File: config.mk
export PLATFORM = sky130hd
export DESIGN_NAME = uart_rx_param
export DESIGN_NICKNAME = d
export VERILOG_FILES = /design/src/rtl/uart_rx_param.sv
export SDC_FILE = /design/constraint.sdc
export NUM_CORES = 1
export LEC_CHECK = 0
export CAP_MARGIN = 20
export CORE_MARGIN = 2
export CORE_UTILIZATION = 50
export DETAILED_ROUTE_END_ITERATION = 8
export HOLD_SLACK_MARGIN = 0.02
export PLACE_DENSITY_LB_ADDON = 0.1
export SETUP_SLACK_MARGIN = 0.3
export SYNTH_ARGS = -nofsm -noshare
export SYNTH_HDL_FRONTEND = slang
export SYNTH_SLANG_ARGS = --single-unit
File: constraint.sdc
create_clock -name clk -period 2.6 [get_ports clk]
set_input_delay 0.39 -clock clk [delete_from_list [all_inputs] [get_ports clk]]
set_output_delay 0.39 -clock clk [all_outputs]
set_load 0.05 [all_outputs]
File: src/rtl/uart_rx_param.sv
// rtl/uart_rx_param.sv - parameterised UART receiver with majority-vote sampling and held output word
module uart_rx_param #(
    parameter int CLK_FREQ  = 50000000,
    parameter int BAUD      = 9600,
    parameter int DATA_BITS = 8,
    parameter int PARITY    = 0,
    parameter int STOP_BITS = 1
) (
    input  logic                 clk,
    input  logic                 rst_n,
    input  logic                 sci_rx,
    input  logic                 rx_ready,
    input  logic                 err_clr,
    output logic [DATA_BITS-1:0] rx_data,
    output logic                 rx_valid,
    output logic                 frame_err,
    output logic                 parity_err,
    output logic                 overrun,
    output logic                 busy
);

    localparam int BIT_CYC = CLK_FREQ / BAUD;
    localparam int HALF    = BIT_CYC / 2;
    localparam int CW      = $clog2(BIT_CYC + 1);

    localparam logic [CW-1:0] C_LAST = CW'(BIT_CYC - 1);
    localparam logic [CW-1:0] C_S0   = CW'(HALF - 1);
    localparam logic [CW-1:0] C_S1   = CW'(HALF);
    localparam logic [CW-1:0] C_S2   = CW'(HALF + 1);
    localparam logic [3:0]    B_LAST = 4'(DATA_BITS - 1);
    localparam logic          S_FIN  = 1'(STOP_BITS - 1);

    typedef enum logic [2:0] {
        S_IDLE, S_START, S_DATA, S_PARITY, S_STOP, S_BRK
    } state_t;

    state_t               state, state_nxt;
    logic [1:0]           sync_q;
    logic                 rxs;
    logic [CW-1:0]        cnt;
    logic [3:0]           bit_idx;
    logic                 stop_idx;
    logic                 s0, s1, maj;
    logic [DATA_BITS-1:0] shreg;
    logic                 par_bit;
    logic                 ferr_acc;
    logic                 perr_now;
    logic                 samp0, samp1, samp2, bit_end, final_stop, deliver;

    // Two-flop synchronizer; idle-high so reset must not fake a start bit.
    always_ff @(posedge clk or negedge rst_n) begin
        if (!rst_n) sync_q <= 2'b11;
        else        sync_q <= {sync_q[0], sci_rx};
    end
    assign rxs = sync_q[1];
    assign maj = (s0 & s1) | (s0 & rxs) | (s1 & rxs);

    always_ff @(posedge clk or negedge rst_n) begin
        if (!rst_n) state <= S_IDLE;
        else        state <= state_nxt;
    end

    always_comb begin
        state_nxt = state;
        case (state)
            S_IDLE:   if (!rxs) state_nxt = S_START;
            S_START: begin
                if (samp2 && maj)  state_nxt = S_IDLE;
                else if (bit_end)  state_nxt = S_DATA;
            end
            S_DATA:   if (bit_end && bit_idx == B_LAST)
                          state_nxt = (PARITY != 0) ? S_PARITY : S_STOP;
            S_PARITY: if (bit_end) state_nxt = S_STOP;
            S_STOP:   if (samp2 && final_stop)
                          state_nxt = (ferr_acc || !maj) ? S_BRK : S_IDLE;
            S_BRK:    if (rxs) state_nxt = S_IDLE;
            default:  state_nxt = S_IDLE;
        endcase
    end

    always_comb begin
        busy       = (state != S_IDLE);
        samp0      = 1'b0;
        samp1      = 1'b0;
        samp2      = 1'b0;
        bit_end    = 1'b0;
        final_stop = (stop_idx == S_FIN);
        if (state != S_IDLE && state != S_BRK) begin
            samp0   = (cnt == C_S0);
            samp1   = (cnt == C_S1);
            samp2   = (cnt == C_S2);
            bit_end = (cnt == C_LAST);
        end
        deliver = (state == S_STOP) && samp2 && final_stop;
    end

    always_comb begin
        perr_now = 1'b0;
        case (PARITY)
            1:       perr_now = ~(^shreg ^ par_bit);
            2:       perr_now = ^shreg ^ par_bit;
            default: perr_now = 1'b0;
        endcase
    end

    // Counter restarts whenever the line FSM is (or is about to be) idle.
    always_ff @(posedge clk or negedge rst_n) begin
        if (!rst_n) begin
            cnt      <= '0;
            bit_idx  <= '0;
            stop_idx <= 1'b0;
            s0       <= 1'b1;
            s1       <= 1'b1;
            shreg    <= '0;
            par_bit  <= 1'b0;
            ferr_acc <= 1'b0;
        end else begin
            if (state == S_IDLE || state == S_BRK || state_nxt == S_IDLE || bit_end)
                cnt <= '0;
            else
                cnt <= cnt + 1'b1;
            if (samp0) s0 <= rxs;
            if (samp1) s1 <= rxs;
            if (state != S_DATA)  bit_idx <= '0;
            else if (bit_end)     bit_idx <= bit_idx + 1'b1;
            if (state != S_STOP)  stop_idx <= 1'b0;
            else if (bit_end)     stop_idx <= 1'b1;
            if (state == S_DATA && samp2)
                shreg <= {maj, shreg[DATA_BITS-1:1]};
            if (state == S_PARITY && samp2)
                par_bit <= maj;
            if (state == S_IDLE)
                ferr_acc <= 1'b0;
            else if (state == S_STOP && samp2 && !maj)
                ferr_acc <= 1'b1;
        end
    end

    // Held output word: a delivery collides with a held word only when the consumer is not taking it.
    always_ff @(posedge clk or negedge rst_n) begin
        if (!rst_n) begin
            rx_data    <= '0;
            rx_valid   <= 1'b0;
            frame_err  <= 1'b0;
            parity_err <= 1'b0;
            overrun    <= 1'b0;
        end else begin
            if (deliver && (!rx_valid || rx_ready)) begin
                rx_data    <= shreg;
                frame_err  <= ferr_acc | ~maj;
                parity_err <= perr_now;
                rx_valid   <= 1'b1;
            end else if (rx_valid && rx_ready) begin
                rx_valid <= 1'b0;
            end
            if (deliver && rx_valid && !rx_ready) overrun <= 1'b1;
            else if (err_clr)                     overrun <= 1'b0;
        end
    end

endmodule

Word level (Yosys, flattened, before mapping)
Cells that the tools add are included.
{"block": "totals", "reg_bits": 45, "wordCells": 88, "in_bits": 5, "output_inout_bits": 13}
{"block": "op_classes", "n_reduce_logical": 28, "add_sub_neg": 2, "n_eq_ne": 13, "mux": 24, "bitwise": 8}
{"op": "$eq A13 B12 Y1 const B", "count": 3}
{"op": "$mux W3", "count": 8}
{"op": "$pmux W3 S6", "count": 1}
{"op": "$add A13 B1 Y13 const B", "count": 1}
{"op": "$eq A13 B13 Y1 const B", "count": 1}
{"op": "$mux W13", "count": 1}
{"op": "$logic_and A1 B1 Y1", "count": 12}
{"op": "$mux W1", "count": 12}
{"op": "$reduce_bool A2 Y1", "count": 5}
{"op": "$mux W4", "count": 2}
{"op": "$eq A3 B2 Y1 const B", "count": 2}
{"op": "$eq A3 B3 Y1 const B", "count": 2}
{"op": "$logic_not A3 Y1", "count": 2}
{"op": "$ne A3 B3 Y1 const B", "count": 2}
{"op": "$logic_or A1 B1 Y1", "count": 5}
{"op": "$add A4 B1 Y4 const B", "count": 1}
{"op": "$eq A4 B3 Y1 const B", "count": 1}
{"op": "$and A1 B1 Y1", "count": 3}
{"op": "$eq A3 B1 Y1 const B", "count": 1}
{"op": "$logic_not A1 Y1", "count": 3}
{"op": "$ne A3 B2 Y1 const B", "count": 1}
{"op": "$or A1 B1 Y1", "count": 3}
{"op": "$reduce_bool A3 Y1", "count": 1}
{"op": "$not A1 Y1", "count": 2}

Longest topological paths before layout
{"block": "logic_depth", "depth_word": 12, "ltp_mapped": 8, "depth_no_buf": 7}

Worst setup path before layout
No wires, ideal clock.
{"block": "synth_timing", "path_kind": "flip-flop to flip-flop", "startpoint": "register cnt[7]", "endpoint": "register frame_err", "n_path_buf": 1, "arrival_ns": 1.878, "slack_ns": 0.595, "period_less_slack_ns": 2.005, "t_required_ns": 2.472, "stages_incl_launch_ff": 7, "setup_ns": 0.128, "cell_sequence": "dfrtp_1 or2_4 nor4_4 nand2_1 nor3b_1 buf_4 mux2_1"}
{"block": "synth_between", "elab_chain_len": 5}
{"item": "start, declared", "line_no": "40", "rtl": "logic [CW-1:0] cnt;"}
{"item": "start signal, assigned", "line_no": "121", "rtl": "cnt <= cnt + 1'b1;"}
{"item": "$eq A13 B12 Y1", "line_no": "91", "rtl": "samp2 = (cnt == C_S2);"}
{"item": "$mux W1", "line_no": "88", "rtl": "if (state != S_IDLE && state != S_BRK) begin"}
{"item": "$logic_and A1 B1 Y1 (2 in a row)", "line_no": "94", "rtl": "deliver = (state == S_STOP) && samp2 && final_stop;"}
{"item": "$logic_and A1 B1 Y1", "line_no": "148", "rtl": "if (deliver && (!rx_valid || rx_ready)) begin"}
{"item": "end signal, assigned", "line_no": "150", "rtl": "frame_err <= ferr_acc | ~maj;"}
{"item": "end, declared", "line_no": "16", "rtl": "output logic frame_err,"}
Every way passes these cells.
A chain may end at the register's enable or synchronous reset.

Final worst setup path
{"block": "layout_timing", "startpoint": "register cnt[3]", "endpoint": "register cnt[4]"}
{"block": "layout_between", "elab_chain_len": 9, "elab_cells_between_ends": 18, "cone_classes": "add/sub: 1; eq/ne: 2; mux: 9; reduce/logical: 6"}
{"item": "$eq A13 B13 Y1 / $eq A13 B12 Y1 (equally long branches)", "line_no": "92, 91"}
{"item": "$mux W1", "line_no": "88"}
{"item": "$mux W3 (tied with other cells)", "line_no": "69", "rtl": "else if (bit_end) state_nxt = S_DATA;"}
{"item": "$mux W3 (on tied branches)", "line_no": "68, 71, 74"}
{"item": "$pmux W3 S6 (*)", "line_no": "65", "rtl": "case (state)"}
{"item": "named net state_nxt[1]", "line_no": "37", "rtl": "state_t state, state_nxt;"}
{"item": "$logic_not A3 Y1 (*)", "line_no": "118", "rtl": "if (state == S_IDLE || state == S_BRK || state_nxt == S_IDLE || bit_end)"}
{"item": "$logic_or A1 B1 Y1 (*) (2 in a row)", "line_no": "118"}
{"item": "$mux W13 (*)", "line_no": "118"}
Mark *: on every way through the listed nets, which the timed path passes. The rest lies on a longest branch.

==> reports/qor.txt <==
CP max FO: 13
Buffers on Ports: 16
CTS tree: built
Num CTS Buffers: 5
Initial core utilization: 51.95%
Drt pass-1 iters: 4
Via count: 1622
Row cnt: 24
Fin area: 0.002718 mm2
PwrDens: 422.3 mW/mm2
Height of the chip: 71.27 um
Post-DP Area: 0.002574 mm2
Final hold vios: 0
Main synth FF type: dfrtp_1
Actual slew at the worst max-slew pin: 0.9899 ns
Via count of the first global-routing pass: 1737
Worst VDD drop: 290.5 uV
Post-synthesis compound-gate area fraction: 10.01%
Mapped Cells: 193
Final nets: 241
Dpl hpwl: 3265 um
Crit Path Class: reg -> reg
Largest net degree at the start of global routing: 46
Diodes inserted: 0
Die Area: 0.005079 mm2
Mux contribution to synthesized area: 9.458%
Fin crit period: 2.204 ns
Routed vias/inst: 5.691
Critical Path Source Type: register
First-pass GRT wire length: 8314 um
Worst min-delay path class: in -> async
Core area: 0.004354 mm2
Total track usage: 20.91%
Avg WL per Cell: 16.40 um
Leak: 1.174 nW
Initial DRC count: 107
Clock Path Buffers: 2
Unrepaired setup endpoints after global routing: true
Max Slew Vio Count: 0
WP data arrival: 2.41 ns
Setup TNS: 0 ns
RePlAce Congestion: 0.8368
Final Skew: 0.002789 ns
Area occupied by multi-input gates: 0.001087 mm2
Die width: 71.27 um
Final Power: 1.148 mW
Worst Setup Slack, final: 0.3959 ns
Post-Route WL: 4673 um
Final setup vio count: 0
Synthesized area per cell: 11.72 um2
GRT Residual Overflow: 0
Final Util: 62.41%
Critical Path End Type: register
Synthesized net count: 202
FILL cells: 357
Adder-cell area share of the yosys netlist: 2.655%
Simple-gate share of the synthesized area: 18.64%
Crit share post-route: 84.77%
#FFs+latches synth: 45
Number of flops mapped to enable cells by yosys: 0
Post-route DRC: 0
Main combinational cell family by area after synthesis: simple AND/OR/NAND/NOR gates
Initial antenna violation count: 0
CTS root buffer: clkbuf_8
Library cells used by synthesis: 45
Outcome: complete, no violations
H-Tree Level Count: 2
Clk sinks: 45
Register Area: 0.001131 mm2
Async SR Flop Fraction: 100.0%
Share of layout cells above drive strength 1: 22.32%
Slew headroom: 34.01%
Cell Area, Synth: 0.002262 mm2
Area Growth Syn to Fin: 20.13%
Total I/O pin count: 18
Worst Path Required: 2.80 ns
Dpl ws: 0.08021 ns
Yosys warnings: 0
Post-DRT Antenna Nets: 0
Share of the yosys chip area belonging to registers: 50.00%
Register clock-pin slew on the reported worst setup and hold paths: 0.08 ns
Achievable Freq: 0.4537 GHz
Clock Latency Late Sink: 0.30 ns
Xor-xnor portion of the synthesized cell area: 5.808%
Max_cap viols: 0
## Yosys cell counts (3+ instances only)
| library cell | n | share of area (%) |
|---|---|---|
| dfrtp_1 | 41 | 45 |
| mux2_1 | 19 | 9.5 |
| nand2_1 | 16 | 2.7 |
| nor2_1 | 9 | 1.5 |
| xor2_1 | 9 | 3.5 |
| a211oi_2 | 7 | 3.9 |
| a21oi_1 | 7 | 1.5 |
| inv_1 | 7 | 1.2 |
| nand2b_1 | 6 | 1.7 |
| nand3_1 | 6 | 1.3 |
| xnor2_1 | 6 | 2.3 |
| nand4bb_1 | 5 | 2.5 |
| nor3_1 | 5 | 1.1 |
| dfstp_2 | 4 | 4.6 |
| ha_1 | 4 | 2.2 |
| a211oi_1 | 3 | 1.0 |
| buf_4 | 3 | 1.0 |
| nand4_1 | 3 | 0.83 |
| o21ai_1 | 3 | 0.66 |
## layout by cell type (no fill, tap or decap), types with 3 or more instances in the layout
cell type | Yosys | routed
inv_1 | 7 | 7
o21ai_1 | 3 | 3
nand2_1 | 16 | 15
clkdlybuf4s50_1 | 0 | 14
nor2_1 | 9 | 9
buf_4 | 3 | 21
ha_1 | 4 | 4
mux2_1 | 19 | 19
nand2b_1 | 6 | 6
xnor2_1 | 6 | 6
nor3_1 | 5 | 5
nand4bb_1 | 5 | 5
xor2_1 | 9 | 9
nand3_1 | 6 | 6
nand4_1 | 3 | 3
a21oi_1 | 7 | 7
dfrtp_1 | 41 | 41
dfstp_2 | 4 | 4
clkbuf_8 | 0 | 5
a211oi_2 | 7 | 7
a211oi_1 | 3 | 3
## repair_timing
item,4_1_cts,5_1_grt
hold buffers,0,0
endpoints found under the setup margin,14,24
pin swaps,0,4
setup buffers,0,3
gates resized for setup,1,6
gates cloned,0,1
## stage by stage
| step | hold slack [ns] | instances |
|---|---|---|
| floorplan | 0.09441 | 193 |
| global placement | 0.3470 | 273 |
| detailed placement | 0.3485 | 273 |
| CTS | 0.2825 | 281 |
| global route | 0.3173 | 285 |
| finish | 0.2518 | 285 |
## flip-flops by register name, indices dropped and copies added (netlist names)
register and count:
bit_idx 4, rx_valid 1, ferr_acc 1, s0 1
s1 1, state 3, shreg 8, sync_q 2
overrun 1, stop_idx 1, rx_data 8, cnt 13
frame_err 1
## final timing paths
check	slack (ns)	depth (start not counted)	startpoint	end
max	0.40	8	cnt[3]	cnt[4]
max in group asynchronous	1.74	1	rst_n	cnt[11]
max reg2reg	0.40	8	cnt[3]	cnt[4]
min	0.25	1	rst_n	rx_data[3]
min reg2reg	0.36	0	sync_q[0]	sync_q[1]
min in group clk	0.36	0	sync_q[0]	sync_q[1]
## worst max-delay path, stage by stage, from the launching register on
cell and delay [ns]:
dfrtp_1 0.42, buf_4 0.17, nand4bb_1 0.30, nor4_4 0.35, buf_4 0.21, o2bb2ai_2 0.14, a211oi_2 0.07, buf_4 0.20
a211oi_2 0.25
## cell type report
cell class | instances | area share, %
clock inverters | 1 | 0.2762
well taps | 52 | 2.394
multi-input cells | 134 | 40.01
flip-flops and latches | 45 | 41.62
repair buffers | 38 | 11.79
clock buffers | 7 | 2.808
inverters | 8 | 1.105
## cell families after synthesis
logic type / Yosys count
compound gates: 26
xor+xnor: 15
fa+ha+maj: 5
buf+inv: 14
flops: 45
mux: 19
other cells: 1
simple gates: 68
## power breakdown
part           switching, mW  internal [mW]
clock network          0.232          0.190
logic                 0.0167        0.00475
registers            0.00144          0.702
## per-layer routing
layer | global-route usage (%) | routed length, um
met5 | 0 | 0
met4 | 5.870 | 51
met3 | 4.782 | 217
met2 | 31.79 | 2173
met1 | 30.31 | 2231
No activity file was read; power rests on OpenSTA's default activity.
